[config.mk]
export PLATFORM = sky130hd
export DESIGN_NAME = ahb_apb_ctrl
export DESIGN_NICKNAME = d
export VERILOG_FILES = /design/src/rtl/ahb_apb_ctrl.sv
export SDC_FILE = /design/constraint.sdc
export NUM_CORES = 1
export LEC_CHECK = 0
export BUFFER_PORTS_ARGS = -buffer_cell sky130_fd_sc_hd__buf_2
export CAP_MARGIN = 20
export CORE_MARGIN = 2
export CORE_UTILIZATION = 25
export CTS_CLUSTER_SIZE = 8
export DETAILED_ROUTE_END_ITERATION = 8
export SETUP_SLACK_MARGIN = 0.15
export SYNTH_ARGS = -nofsm -noshare
export SYNTH_HDL_FRONTEND = slang
export SYNTH_SLANG_ARGS = --single-unit
[constraint.sdc]
create_clock -name clock -period 6.32 [get_ports clock]
set_input_delay 0.632 -clock clock [delete_from_list [all_inputs] [get_ports clock]]
set_output_delay 0.632 -clock clock [all_outputs]
set_load 0.005 [all_outputs]
[src/rtl/ahb_apb_ctrl.sv]
// ahb_apb_ctrl - AHB-to-APB bridge core for four APB slaves.
//
// Decodes each AHB single-word transfer into one of four APB slaves and
// runs exactly one APB SETUP and one ENABLE cycle per transfer. Outputs are
// registered (Moore). Reads complete in 2 cycles and writes in 3, because a
// write waits one cycle for Hwdata.
//
// Ports:
//   clock      - single clock, rising-edge
//   Hreset     - asynchronous active-high reset
//   Htrans     - AHB transfer type (only NONSEQ/SEQ start transfers)
//   Hreadyin   - AHB bus ready, qualifies the address phase
//   Hwrite     - AHB direction (1 = write)
//   Haddr      - AHB address
//   Hwdata     - AHB write data (data phase)
//   Prdata     - APB read data from the selected slave
//   Hreadyout  - transfer complete / no wait state
//   Hresp      - 00 OKAY, 01 ERROR
//   Hrdata     - read data to the master (combinational from Prdata)
//   Pselx      - one-hot APB slave select
//   Penable    - APB enable phase
//   Pwrite     - APB direction
//   Paddr      - APB address
//   Pwdata     - APB write data
//
// Optional feature macro: APB_ERR_RESP_EN
//   When defined, an AHB transfer outside the 4-slave window receives a
//   two-cycle ERROR response (ST_ERR1, ST_ERR2). When undefined such
//   transfers are silently ignored.
module ahb_apb_ctrl #(
  parameter int unsigned                ADDR_WIDTH  = 32,
  parameter int unsigned                DATA_WIDTH  = 32,
  parameter logic [ADDR_WIDTH-1:0]      BASE_ADDR   = 32'h8000_0000,
  parameter int unsigned                REGION_LOG2 = 26
) (
  input  logic                  clock,
  input  logic                  Hreset,
  input  logic [1:0]            Htrans,
  input  logic                  Hreadyin,
  input  logic                  Hwrite,
  input  logic [ADDR_WIDTH-1:0] Haddr,
  input  logic [DATA_WIDTH-1:0] Hwdata,
  input  logic [DATA_WIDTH-1:0] Prdata,
  output logic                  Hreadyout,
  output logic [1:0]            Hresp,
  output logic [DATA_WIDTH-1:0] Hrdata,
  output logic [3:0]            Pselx,
  output logic                  Penable,
  output logic                  Pwrite,
  output logic [ADDR_WIDTH-1:0] Paddr,
  output logic [DATA_WIDTH-1:0] Pwdata
);

  typedef enum logic [2:0] {
    ST_IDLE,
    ST_WWAIT,
    ST_SETUP,
    ST_ENABLE,
    ST_ERR1,
    ST_ERR2
  } state_t;

  state_t                state;
  logic [ADDR_WIDTH-1:0] addr_q;
  logic [1:0]            idx_q;

  logic                  inwin;
  logic [1:0]            idx;
  logic                  go;
  // Htrans[0] only distinguishes NONSEQ/SEQ and IDLE/BUSY, which both
  // collapse onto Htrans[1] for single-word transfers.
  logic                  trans_unused;
`ifdef APB_ERR_RESP_EN
  logic                  bad;
`endif

  function automatic logic [3:0] onehot(input logic [1:0] i);
    onehot = 4'b0001 << i;
  endfunction

  always_comb begin
    inwin = (Haddr[ADDR_WIDTH-1:REGION_LOG2+2] == BASE_ADDR[ADDR_WIDTH-1:REGION_LOG2+2]);
    idx   = Haddr[REGION_LOG2+1:REGION_LOG2];
    go    = Hreadyin & Htrans[1] & inwin;
`ifdef APB_ERR_RESP_EN
    bad   = Hreadyin & Htrans[1] & ~inwin;
`endif
    trans_unused = Htrans[0];
    Hrdata = Prdata;
  end

  // Outputs are loaded with the values of the state being entered, so every
  // output is a register yet still reflects the current state.
  always_ff @(posedge clock or posedge Hreset) begin
    if (Hreset) begin
      state     <= ST_IDLE;
      addr_q    <= '0;
      idx_q     <= '0;
      Pselx     <= '0;
      Penable   <= 1'b0;
      Pwrite    <= 1'b0;
      Paddr     <= '0;
      Pwdata    <= '0;
      Hreadyout <= 1'b1;
      Hresp     <= 2'b00;
    end else begin
      case (state)
        ST_IDLE, ST_ENABLE, ST_ERR2: begin
          Hresp <= 2'b00;
          if (go && !Hwrite) begin
            // Read needs no data phase: enter SETUP straight away.
            addr_q    <= Haddr;
            idx_q     <= idx;
            state     <= ST_SETUP;
            Pselx     <= onehot(idx);
            Penable   <= 1'b0;
            Pwrite    <= 1'b0;
            Paddr     <= Haddr;
            Hreadyout <= 1'b0;
          end else if (go && Hwrite) begin
            addr_q    <= Haddr;
            idx_q     <= idx;
            state     <= ST_WWAIT;
            Pselx     <= '0;
            Penable   <= 1'b0;
            Hreadyout <= 1'b0;
`ifdef APB_ERR_RESP_EN
          end else if (bad) begin
            state     <= ST_ERR1;
            Pselx     <= '0;
            Penable   <= 1'b0;
            Hreadyout <= 1'b0;
            Hresp     <= 2'b01;
`endif
          end else begin
            state     <= ST_IDLE;
            Pselx     <= '0;
            Penable   <= 1'b0;
            Hreadyout <= 1'b1;
          end
        end
        ST_WWAIT: begin
          state     <= ST_SETUP;
          Pselx     <= onehot(idx_q);
          Penable   <= 1'b0;
          Pwrite    <= 1'b1;
          Paddr     <= addr_q;
          Pwdata    <= Hwdata;
          Hreadyout <= 1'b0;
          Hresp     <= 2'b00;
        end
        ST_SETUP: begin
          state     <= ST_ENABLE;
          Penable   <= 1'b1;
          Hreadyout <= 1'b1;
          Hresp     <= 2'b00;
        end
        ST_ERR1: begin
          state     <= ST_ERR2;
          Pselx     <= '0;
          Penable   <= 1'b0;
          Hreadyout <= 1'b1;
          Hresp     <= 2'b01;
        end
        default: begin
          state     <= ST_IDLE;
          Pselx     <= '0;
          Penable   <= 1'b0;
          Hreadyout <= 1'b1;
          Hresp     <= 2'b00;
        end
      endcase
    end
  end

endmodule

==> flow_summary.yaml <==
yosys:
  synth_cell_types: 41
  syn-num-nets: 503
  ys.flop_type: "dfrtp_1"
  synth_cells: 401
  synth_common_cells: "106 x dfrtp_1, 102 x nand2_1, 33 x buf_4"
  ys_seq_area_share_pct: 57.22
  ys_ff_latch: 107
  postSynthAreaPerCell_um2: 11.68
  synth-async-reset-ratio_pct: 100.0
  yosysMostFrequentCell: "dfrtp_1"
  yosys_warnings: 0
  synth_top_area_share_pct: 56.65
  synth-edff-count: 0
  synth_area_mm2: 0.004682
  yosysTopAreaCell: "dfrtp_1"
  synth_area_leaders: "dfrtp_1 57%, nand2_1 8.2%, mux2_4 7.1%"
timing:
  setup_viol_count_final: 0
  period_share_pct: 39.76
  worstMarginPinSlew_ps: 881.5
  fin_skew_ps: 9.830
  rsz0062_at_grt: "false"
  holdWs_ps: 306.2
  period_minus_slack_ps: 2513
  slew_headroom_pct: 41.24
  max_freq_ghz: 0.3979
  slew_viol_final: 0
  setup_ws_ps: 3807
  tns_ps: 0
  finalHoldViolCount: 0
cts:
  cts_buffers: 9
  cts_sinks: 107
  htreeDepth: 3
  cts_tree: "yes"
  clk_pin_slew_worst_paths_ps: 70
  cts_setup_buffers: 0
  cts-root-buf: "clkbuf_16"
  cts_buffer_depth: 2
  ctsHoldBuffers: 0
  ctsResizeCount: 0
  insertion_delay_ps: 350
global_routing:
  grt.met1_usage_pct: 14.93
  grt.overflow.total: 0
  grt_use_met2_pct: 17.15
  grt_use_total_pct: 11.28
  gr-max-usage-layer: "met2"
  grt_start_max_net_pins: 70
  met3_usage_pct: 2.615
  antenna_found_initial: 0
  grt_pass1_wl_um: 17390
  grt_pass1_vias: 3162
run:
  cap_viol_max_count: 0
pwr:
  power_density_mw_per_mm2: 466.0
  power_leakage_nw: 2.861
  total_power_mw: 2.621
  irDropWorstVdd_uv: 159.8
routing:
  viasPerCell: 4.260
  antenna_left: 0
  initialDrtViolationCount: 125
  wl_per_cell_um: 14.73
  routed_wl_um: 10890
  dr.pass1.iters: 4
  drc: 0
  vias: 3148
setup_path:
  path_cells: "buf_2 > or4b_4 > or2_4 > nand2b_2 > buf_4 > mux2_4"
  arrival_ps: 2740
  cpMaxStageDelayCell: "or4b_4"
  r2r_start: "state[1]"
  crit_start: "Haddr[28]"
  crit_type: "primary input to register"
  crit_path_end_kind: "register"
  cp_max_fo: 19
  cpPeakStageDelay_ps: 550
  worst_setup_path_start_kind: "primary input"
  cp_data_required_time_ps: 6550
place:
  dp_cells: 724
  port_buffers: 140
  gp_routability_congestion: 0.6957
  place_hpwl_um: 7200
  postPlaceCellArea_mm2: 0.005339
  place_ws_ps: 3363
floorplanning:
  coreArea_mm2: 0.01852
  row_count: 50
  die_area_mm2: 0.01984
  die_h_um: 140.9
  io_pins: 207
  die_x_um: 140.9
  start_util_pct: 25.28
layout:
  multi_input_area_mm2: 0.001604
  areaGrowthSynthToFinish_pct: 20.12
  fillers: 1937
  regArea_mm2: 0.002679
  num-nets-final: 603
  post_route_cells_drive_above_1_share_pct: 43.96
  instances_no_fill: 739
  insertedDiodeCount: 0
  final_cell_area_mm2: 0.005624
  post-route-util_pct: 30.37
hold_path:
  min-delay-path-class: "primary input to async pin"
run_status:
  status: "completed"
-- cell type report --
| cell class | instances | area share [%] |
|---|---|---|
| clock inverters | 4 | 0.9344 |
| well taps | 234 | 5.206 |
| inverters | 6 | 0.4449 |
| repair buffers | 145 | 13.13 |
| clock buffers | 11 | 4.138 |
| multi-input cells | 232 | 28.52 |
| flip-flops and latches | 107 | 47.63 |
-- flip-flops by register name, summed over array words and instances (netlist names) --
name	count
Hreadyout	1
Hresp	1
Paddr	32
Penable	1
Pselx	4
Pwdata	32
Pwrite	1
addr_q	32
state	3
-- cells in the final DEF, fill, tap and decap left out, drive strengths merged --
cell	count
buf	145
dfrtp	106
nand2	102
o221a	29
nand2b	29
mux2	28
clkbuf	11
o21ai	6
nor2	6
inv	6
and2	3
nor3b	3
clkinv	3
nor2b	2
nor4	2
a211oi	2
o22a	2
or4b	2
dfstp	1
or2	1
xor2	1
mux2i	1
or3b	1
nand3b	1
a211o	1
a32oi	1
o221ai	1
o211ai	1
nor3	1
a21oi	1
o41ai	1
a2bb2oi	1
o31ai	1
a221o	1
conb	1
bufinv	1
-- final timing paths --
check                      slack [ps]         end  depth (start not counted)
setup / recovery                 3810  addr_q[23]                          6
hold / removal                    310  Pwdata[31]                          2
setup reg to reg                 4070  addr_q[14]                          5
hold reg to reg                   470   Pwdata[1]                          2
max in group asynchronous        4720  Pwdata[30]                          3
min in group clock                460  Pwdata[15]                          3
-- cells by family after synthesis --
family / share of synthesized area (%)
xor gates and xnor gates: 0.1871
and+or+nand+nor: 15.21
AOI/OAI and AO/OA: 9.888
muxes: 8.712
other: 0.08009
DFF: 57.22
buffers and inverters: 8.712
-- power breakdown --
group / switching, mW / total, mW / internal [mW]
combinational: 0.418 / 0.922 / 0.504
sequential: 0.158 / 1.14 / 0.983
clock: 0.252 / 0.558 / 0.307
total: 0.828 / 2.62 / 1.79
-- worst max-delay path: cells and delay by family --
| family | cells | cell delay [ps] |
|---|---|---|
| buffers and inverters | 2 | 480 |
| muxes | 1 | 330 |
| and+or+nand+nor | 3 | 1290 |
-- metal layers --
metal  up-vias  wire (µm)
met4         0        315
li1       1530          -
met2        86       4955
met5         -          0
met3        37        506
met1      1495       5110
Note: power is estimated with default switching activity, not from simulation.
